## src/rtl/axilite_write_ctrl.sv

```systemverilog
// AXI-Lite write-channel controller: captures AW/W, issues one register-file write, returns a response.
// Optional macro AXILITE_WSTRB_EN forwards wstrb and skips writes whose captured strobe is all zero.
module axilite_write_ctrl #(
    parameter int unsigned       ADDR_W     = 32,
    parameter int unsigned       DATA_W     = 32,
    parameter logic [ADDR_W-1:0] ADDR_LIMIT = 32'h0000_1000
) (
    input  logic                clk,
    input  logic                rst_n,
    input  logic [ADDR_W-1:0]   awaddr,
    input  logic                awvalid,
    output logic                awready,
    input  logic [DATA_W-1:0]   wdata,
    input  logic [DATA_W/8-1:0] wstrb,
    input  logic                wvalid,
    output logic                wready,
    output logic                wr_en,
    output logic [ADDR_W-1:0]   wr_addr,
    output logic [DATA_W-1:0]   wr_data,
    output logic [DATA_W/8-1:0] wr_strb,
    input  logic                wr_ack,
    input  logic                wr_err,
    output logic [1:0]          resp,
    output logic                resp_valid,
    input  logic                b_done
);

    localparam int unsigned STRB_W      = DATA_W / 8;
    localparam logic [1:0]  RESP_OKAY   = 2'b00;
    localparam logic [1:0]  RESP_SLVERR = 2'b10;

    typedef enum logic [2:0] {
        S_IDLE,
        S_HAVE_AW,
        S_HAVE_W,
        S_WRITE,
        S_WAIT_ACK,
        S_RESP,
        S_WAIT_B
    } state_t;

    state_t            r_state;
    state_t            w_state_nxt;
    logic              r_awready;
    logic              r_wready;
    logic              r_wr_en;
    logic              r_resp_valid;
    logic [1:0]        r_resp;
    logic [1:0]        w_resp_nxt;
    logic [ADDR_W-1:0] r_addr;
    logic [ADDR_W-1:0] w_addr_cap;
    logic [DATA_W-1:0] r_data;
    logic              w_aw_hs;
    logic              w_w_hs;
    logic              w_strb_zero_cap;
    logic              w_do_write;

    assign w_aw_hs    = awvalid & r_awready;
    assign w_w_hs     = wvalid & r_wready;
    assign w_addr_cap = w_aw_hs ? awaddr : r_addr;

`ifdef AXILITE_WSTRB_EN
    logic [STRB_W-1:0] r_strb;

    assign w_strb_zero_cap = ((w_w_hs ? wstrb : r_strb) == '0);
    assign wr_strb         = r_strb;

    always_ff @(posedge clk or negedge rst_n) begin
        if (!rst_n) begin
            r_strb <= '0;
        end else if (w_w_hs) begin
            r_strb <= wstrb;
        end
    end
`else
    logic w_unused_strb;

    assign w_unused_strb   = ^wstrb;
    assign w_strb_zero_cap = 1'b0;
    assign wr_strb         = {STRB_W{r_wr_en}};
`endif

    // Qualify the write from the values being captured so wr_en can be registered on entry to WRITE.
    assign w_do_write = (w_addr_cap < ADDR_LIMIT) && !w_strb_zero_cap;

    // NOTE: every combinational output gets a default first, so no path can infer a latch.
    always_comb begin
        w_state_nxt = r_state;
        w_resp_nxt  = r_resp;
        case (r_state)
            S_IDLE: begin
                if (w_aw_hs && w_w_hs) begin
                    w_state_nxt = S_WRITE;
                end else if (w_aw_hs) begin
                    w_state_nxt = S_HAVE_AW;
                end else if (w_w_hs) begin
                    w_state_nxt = S_HAVE_W;
                end
            end
            S_HAVE_AW: if (w_w_hs)  w_state_nxt = S_WRITE;
            S_HAVE_W:  if (w_aw_hs) w_state_nxt = S_WRITE;
            S_WRITE: begin
                if (!r_wr_en) begin
                    w_state_nxt = S_RESP;
                    w_resp_nxt  = (r_addr >= ADDR_LIMIT) ? RESP_SLVERR : RESP_OKAY;
                end else if (wr_ack) begin
                    w_state_nxt = S_RESP;
                    w_resp_nxt  = wr_err ? RESP_SLVERR : RESP_OKAY;
                end else begin
                    w_state_nxt = S_WAIT_ACK;
                end
            end
            S_WAIT_ACK: begin
                if (wr_ack) begin
                    w_state_nxt = S_RESP;
                    w_resp_nxt  = wr_err ? RESP_SLVERR : RESP_OKAY;
                end
            end
            S_RESP:   w_state_nxt = S_WAIT_B;
            S_WAIT_B: if (b_done) w_state_nxt = S_IDLE;
            default:  w_state_nxt = S_IDLE;
        endcase
    end

    // NOTE: sequential state uses non-blocking assignments so every flop samples pre-edge values.
    always_ff @(posedge clk or negedge rst_n) begin
        if (!rst_n) begin
            r_state      <= S_IDLE;
            r_awready    <= 1'b0;
            r_wready     <= 1'b0;
            r_wr_en      <= 1'b0;
            r_resp_valid <= 1'b0;
            r_resp       <= RESP_OKAY;
            r_addr       <= '0;
            r_data       <= '0;
        end else begin
            r_state      <= w_state_nxt;
            r_awready    <= (w_state_nxt == S_IDLE) || (w_state_nxt == S_HAVE_W);
            r_wready     <= (w_state_nxt == S_IDLE) || (w_state_nxt == S_HAVE_AW);
            r_wr_en      <= (w_state_nxt == S_WRITE) && w_do_write;
            r_resp_valid <= (w_state_nxt == S_RESP);
            r_resp       <= w_resp_nxt;
            if (w_aw_hs) r_addr <= awaddr;
            if (w_w_hs)  r_data <= wdata;
        end
    end

    assign awready    = r_awready;
    assign wready     = r_wready;
    assign wr_en      = r_wr_en;
    assign wr_addr    = r_addr;
    assign wr_data    = r_data;
    assign resp       = r_resp;
    assign resp_valid = r_resp_valid;

endmodule

```

## config.mk

```make
export PLATFORM = sky130hd
export DESIGN_NAME = axilite_write_ctrl
export DESIGN_NICKNAME = d
export VERILOG_FILES = /design/src/rtl/axilite_write_ctrl.sv
export SDC_FILE = /design/constraint.sdc
export NUM_CORES = 1
export LEC_CHECK = 0
export ABC_AREA = 0
export ABC_CLOCK_PERIOD_IN_PS = 1600
export CAP_MARGIN = 0
export CELL_PAD_IN_SITES_DETAIL_PLACEMENT = 1
export CELL_PAD_IN_SITES_GLOBAL_PLACEMENT = 1
export CORE_MARGIN = 5
export CORE_UTILIZATION = 29
export CTS_CLUSTER_SIZE = 25
export DETAILED_ROUTE_END_ITERATION = 8
export PLACE_DENSITY = 0.9
export SLEW_MARGIN = 30
export SYNTH_ARGS = -nofsm -noshare
export SYNTH_HDL_FRONTEND = slang
export SYNTH_SLANG_ARGS = --single-unit
```

## constraint.sdc

```tcl
create_clock -name clk -period 1.6 [get_ports clk]
set_input_delay 0.32 -clock clk [delete_from_list [all_inputs] [get_ports clk]]
set_output_delay 0.32 -clock clk [all_outputs]
set_load 0.01 [all_outputs]
```

==> results of run 1 <==
[cell usage after synthesis]
| cell type | count |
|---|---|
| a21oi_1 | 1 |
| a311oi_1 | 1 |
| and2_1 | 1 |
| and3b_1 | 1 |
| and4b_1 | 1 |
| buf_1 | 3 |
| buf_2 | 7 |
| buf_4 | 5 |
| dfrtp_1 | 73 |
| inv_1 | 4 |
| mux2_2 | 34 |
| nand2_1 | 102 |
| nand2b_1 | 1 |
| nand3_1 | 2 |
| nand3b_1 | 1 |
| nand4_1 | 1 |
| nor2_1 | 6 |
| nor2b_1 | 1 |
| nor4_1 | 11 |
| o21a_1 | 1 |
| o21ai_0 | 5 |
| o21ai_2 | 2 |
| o22ai_1 | 1 |
| o311ai_2 | 1 |
[flip-flops by register name, summed over array words and instances (netlist names)]
register / count
wready: 1
wr_addr: 32
wr_data: 32
awready: 1
resp_valid: 1
resp: 2
r_state: 3
wr_en: 1
[power by group through the flow]
stage,combinational (mW),clock (mW),sequential [mW]
after global routing,3.92,1.79,3.42
after global placement,3.85,0,3.29
after detailed placement,4.00,0,3.37
final,3.59,1.62,3.28
after floorplan,1.29,0,3.64
after CTS,3.78,1.69,3.33
[per-stage QoR]
step / worst slack [ns] / hold slack (ns) / util, % / std cells
after global placement: -0.1196 / 0.2520 / 46.38 / 540
after global routing: 0.0008477 / 0.4405 / 49.41 / 559
after floorplan: 0.3329 / 0.02441 / - / 266
after CTS: 0.0006797 / 0.4261 / 48.50 / 558
after detailed placement: -0.1320 / 0.2589 / 46.38 / 540
final: 0.05360 / 0.4269 / 49.41 / 559
[area by class of cell]
type / count / area, µm² / area share (%)
Clock buffer: 11 / 151.4 / 3.120
Clock inverter: 5 / 77.57 / 1.599
Inverter: 4 / 15.01 / 0.3094
Multi-Input combinational cell: 174 / 1005 / 20.71
Sequential cell: 73 / 1828 / 37.67
Tap cell: 133 / 166.4 / 3.430
Timing Repair Buffer: 159 / 1609 / 33.16
[logic make-up after synthesis]
| group | after synthesis | share of synthesized area [%] |
|---|---|---|
| AOI/OAI and AO/OA | 12 | 2.946 |
| and+or+nand+nor | 128 | 18.28 |
| buffers and inverters | 19 | 3.373 |
| DFF | 73 | 62.34 |
| muxes | 34 | 13.07 |
[metal layers]
metal	vias up	routed length (µm)
met3	10	515
met5	-	0
met4	0	93
met1	1239	3588
li1	1185	-
met2	80	4745
[worst paths after layout]
kind                                               from                 endpoint  slack, ns  cells past startpoint
min in group clk                 wr_addr[7]$_DFFE_PN0P_   wr_addr[7]$_DFFE_PN0P_       0.47                      2
worst min-delay path                              rst_n  wr_data[28]$_DFFE_PN0P_       0.43                      2
worst max-delay path            wr_data[31]$_DFFE_PN0P_              wr_data[31]       0.05                      1
worst max register to register    wr_addr[27]$_DFF_PN0_      resp[1]$_DFFE_PN0P_       0.05                      4
worst min register to register   wr_addr[7]$_DFFE_PN0P_   wr_addr[7]$_DFFE_PN0P_       0.47                      2
max in group asynchronous                         rst_n          wr_en$_DFF_PN0_       0.59                      3
[what timing repair did]
| item | in CTS | in global routing |
|---|---|---|
| setup endpoints to repair | 32 | 35 |
| gates resized for setup | 33 | 33 |
| setup buffers | 1 | 1 |
| hold buffers | 1 | 0 |
| hold endpoints to repair | 26 | 0 |
| pin swaps | 0 | 0 |
==> results.json, run 1 <==
{
  "status": "completed",
  "syn_area_per_cell_um2": 11.02,
  "synth-seq-cells": 73,
  "fmax_mhz": 646.7,
  "drt-total-wl_um": 8942,
  "diodes": 0,
  "drive_above_1_share_pct": 16.20,
  "finish.net_count": 496,
  "grt_pass1_wl_um": 14750,
  "gp_congestion": 0.7866,
  "io_pins": 149,
  "dp_hpwl_um": 6994,
  "switching_share_pct": 33.56,
  "cp-end-kind": "primary output",
  "via_count": 2514,
  "crit_slowest_cell": "clkdlybuf4s50_1",
  "port_buffers": 144,
  "cts-root-buf": "clkbuf_8",
  "critical_path_buf_inv_count": 1,
  "cts_tree": "built",
  "yosys.area.top_type": "dfrtp_1",
  "crit_type": "reg -> out",
  "power.net_switching_mw": 2.850,
  "clkPwrFrac_pct": 19.1,
  "clockBufferDepth": 2,
  "ys_types": 24,
  "initial_core_util_pct": 29.84,
  "final_cell_mix": "nand2_1 (102), clkdlybuf4s50_1 (78), dfrtp_1 (72)",
  "crit_chain": "clkdlybuf4s50_1",
  "grt_use_total_pct": 14.89,
  "final_cell_area_um2": 4852,
  "finalCriticalPeriod_ns": 1.546,
  "vias_per_cell": 4.497,
  "synth.yosys.seq_area_share_pct": 62.34,
  "fillers": 1119,
  "syn_to_final_growth_pct": 65.58,
  "htree_levels": 3,
  "cts-buffers-inserted": 9,
  "clock_latency_ns": 0.33,
  "wire_per_inst_um": 16.00,
  "grt_util_met2_pct": 26.33,
  "grt_overflow_total": 0,
  "grt_start_max_net_pins": 48,
  "skew_ns": 0.003606,
  "report.final.hold_viol_count": 0,
  "postPlaceCellArea_um2": 4554,
  "path_delay_family": "buffers and inverters",
  "gr-max-usage-layer": "met2",
  "antenna_left": 0,
  "p_leak_nw": 2.568,
  "synth_nets": 341,
  "worst_setup_path_start_kind": "flop",
  "netlist_area_um2": 2930,
  "synth_top_area_share_pct": 62.34,
  "vdd_drop_max_mv": 0.7169,
  "ys_warn_count": 0,
  "die_h_um": 110.5,
  "numClockSinks": 73,
  "period_share_pct": 96.65,
  "worstPathRequired_ns": 1.28,
  "drc": 0,
  "fp.coreArea_um2": 9819,
  "p_seq_share_pct": 38.6,
  "max_stage_delay_ns": 0.55,
  "p_total_mw": 8.492,
  "hp-class": "in -> async",
  "fin_tns_setup_ns": 0,
  "timing.slew.headroom_pct": 75.43,
  "drv_cap": 0,
  "die-area_um2": 12210,
  "cts.clk_slew.worst_paths_ns": 0.08,
  "pwr_density_cell_nw_per_um2": 1750,
  "met1_usage_pct": 16.89,
  "drt_pass1_iterations": 4,
  "initialDrtViolationCount": 88,
  "maxSlewViolCount": 0,
  "syn_inst": 266,
  "p_comb_share_pct": 42.3,
  "synthTopCellsByArea": "dfrtp_1 (62%), nand2_1 (13%), mux2_2 (13%)",
  "arrival_ns": 1.23,
  "rsz0062_at_grt": "no",
  "p_int_mw": 5.642,
  "num_rows": 36,
  "grt_pass1_vias": 2832,
  "worstMarginPinSlew_ns": 0.3653,
  "antenna_found_initial": 0,
  "cp_max_fo": 2,
  "die_w_um": 110.5,
  "setup_viol": 0,
  "final_common_cell": "nand2_1",
  "gr-usage-met3_pct": 5.361
}
No activity file was read; power rests on OpenSTA's default activity.
==> inputs of run 2 (changes only) <==
HOLD_SLACK_MARGIN = 0.08   (was not set)
==> results of run 2 <==
Same layout as run 1: the final DEF is identical, and so are final timing and power.
==> inputs of run 3 (changes only) <==
CORE_UTILIZATION = 45   (was 29)
DONT_BUFFER_PORTS = 1   (was not set)
PLACE_DENSITY = 0.88   (was 0.9)
==> run 3 against run 2 <==
The flow now finishes with violations (hold timing); sequential power grew 17%; sequential share of layout area grew 15 points; count of clock-buffer cells in the layout shrank 1; die area shrank 33%; final cell count shrank 34%; critical path type is now reg -> reg; largest power group is now registers; highest routed layer unchanged.
==> results.json, run 3 (synthesis results as in run 1) <==
{
  "arrival_ns": 1.66,
  "path_delay_family": "simple AND/OR/NAND/NOR gates",
  "clockBufferDepth": 2,
  "worst_setup_path_start_kind": "flop",
  "gp_congestion": 0.7267,
  "final_cell_mix": "nand2_1 (102), dfrtp_1 (73), mux2_2 (34)",
  "period_share_pct": 90.73,
  "crit_type": "reg -> reg",
  "die_h_um": 90.70,
  "via_count": 2014,
  "syn_to_final_growth_pct": 18.10,
  "cts-buffers-inserted": 9,
  "io_pins": 149,
  "dp_hpwl_um": 4984,
  "finish.net_count": 363,
  "diodes": 0,
  "maxSlewViolCount": 0,
  "cts-resized-gates": 0,
  "port_buffers": 0,
  "die-area_um2": 8226,
  "violations": "hold timing",
  "vias_per_cell": 5.443,
  "numClockSinks": 73,
  "report.final.hold_viol_count": 73,
  "pwr_density_cell_nw_per_um2": 2133,
  "dpl_worst_slack_ns": 0.1293,
  "p_leak_nw": 1.658,
  "die_w_um": 90.70,
  "antenna_found_initial": 0,
  "final_common_cell": "nand2_1",
  "drive_above_1_share_pct": 21.16,
  "status": "complete, but fails checks",
  "cts_tree": "built",
  "fp.coreArea_um2": 6350,
  "timing.slew.headroom_pct": 78.16,
  "crit_chain": "nor4_1, nand3_1, nor4_1, o22ai_1",
  "drv_cap": 0,
  "fin_tns_setup_ns": 0,
  "cp-end-kind": "flop",
  "max_stage_delay_ns": 0.44,
  "holdWs_ns": -0.3239,
  "grt_pass1_vias": 2323,
  "setup_viol": 0,
  "critical_path_buf_inv_count": 0,
  "rr_endpoint": "resp[1]$_DFFE_PN0P_",
  "cp_max_fo": 3,
  "initial_core_util_pct": 46.15,
  "worstMarginPinSlew_ns": 0.3270,
  "cts-root-buf": "clkbuf_8",
  "htree_levels": 3,
  "antenna_left": 0,
  "drt_pass1_iterations": 4,
  "grt_use_total_pct": 17.77,
  "cts_hold_buf": 16,
  "fillers": 666,
  "worstPathRequired_ns": 1.81,
  "num_rows": 29,
  "fmax_mhz": 688.8,
  "crit_slowest_cell": "dfrtp_1",
  "skew_ns": 0.005726,
  "grt_pass1_wl_um": 11670,
  "grt_overflow_total": 0,
  "vdd_drop_max_mv": 1.065,
  "drt-total-wl_um": 7154,
  "ff2ff_path_depth": 4,
  "rsz0062_at_grt": "no",
  "cts_setup_buffers": 0,
  "path_common_cell": "nor4_1",
  "initialDrtViolationCount": 62,
  "wire_per_inst_um": 19.34,
  "cts.clk_slew.worst_paths_ns": 0.07,
  "layout_setup_ws_ns": 0.1483,
  "finalCriticalPeriod_ns": 1.452,
  "path_depth": 4,
  "r2r_start": "wr_addr[15]$_DFF_PN0_",
  "clock_latency_ns": 0.33,
  "grt_start_max_net_pins": 74,
  "hp-class": "in -> async",
  "drc": 0,
  "ff2ff_setup_slack_ns": 0.15
}
## run 3: changes by cell type in the layout (fill, tap and decap cells not counted), sizes merged
cell           before  now
dlygate4sd2        32    0
clkdlybuf4s50      78    0
bufinv              2    4
clkinvlp            1    0
buf                15   10
dlymetal6s2s       33    0
clkbuf             11   10
dlygate4sd3         1   16
## run 3: worst reg2reg max path: stages, from the launching register on
cell     delay (ns)
dfrtp_1        0.44
nor4_1         0.35
nand3_1        0.17
nor4_1         0.26
o22ai_1        0.11
## run 3: worst max path at each step
| stage | slack, ns | startpoint | end |
|---|---|---|---|
| 3_3_place_gp | 0.16 | wr_addr[24]$_DFF_PN0_ | resp[1]$_DFFE_PN0P_ |
| 5_1_grt | 0.08 | awready$_DFF_PN0_ | wr_en$_DFF_PN0_ |
| 2_1_floorplan | 0.33 | awready$_DFF_PN0_ | wr_en$_DFF_PN0_ |
| 3_5_place_dp | 0.13 | wr_addr[15]$_DFF_PN0_ | resp[1]$_DFFE_PN0P_ |
| 6_report | 0.15 | wr_addr[15]$_DFF_PN0_ | resp[1]$_DFFE_PN0P_ |
| 4_1_cts | 0.12 | wr_addr[15]$_DFF_PN0_ | wr_en$_DFF_PN0_ |
## run 3: per-stage QoR
| step | cell area, µm² | hold slack, ns | instances | utilization [%] | power (mW) |
|---|---|---|---|---|---|
| 3_3_place_gp | 3043 | 0.02648 | 338 | 47.92 | 5.423 |
| 2_1_floorplan | 2930 | 0.02441 | 266 | - | 4.930 |
| 6_report | 3461 | -0.3239 | 370 | 54.50 | 7.381 |
| 4_1_cts | 3461 | -0.3476 | 370 | 54.50 | 7.473 |
| 5_1_grt | 3461 | -0.3565 | 370 | 54.50 | 7.885 |
| 3_5_place_dp | 3043 | 0.02659 | 338 | 47.92 | 5.577 |
## run 3: layer usage
layer	vias up	track usage [%]	wire [µm]
met1	984	20.08	2631
li1	918	-	-
met3	12	8.250	817
met4	0	6.079	123
met5	-	0	0
met2	100	29.48	3582
## run 3: layout make-up
class	instances	area, µm²	area share (%)
sequential	73	1827	52.78
inverter	4	15.01	0.4338
timing repair buffer	26	260.3	7.520
clock buffer	10	127.6	3.688
clock inverter	6	130.1	3.760
multi-input combinational	174	1005	29.03
tap	77	96.34	2.784
## run 3: report_power, final
group | switching (mW) | leakage, nW | total (mW) | internal [mW]
logic | 0.817 | 0.641 | 1.70 | 0.884
clock network | 0.649 | 0.130 | 1.84 | 1.19
registers | 1.12 | 0.887 | 3.84 | 2.72
total | 2.58 | 1.66 | 7.38 | 4.80
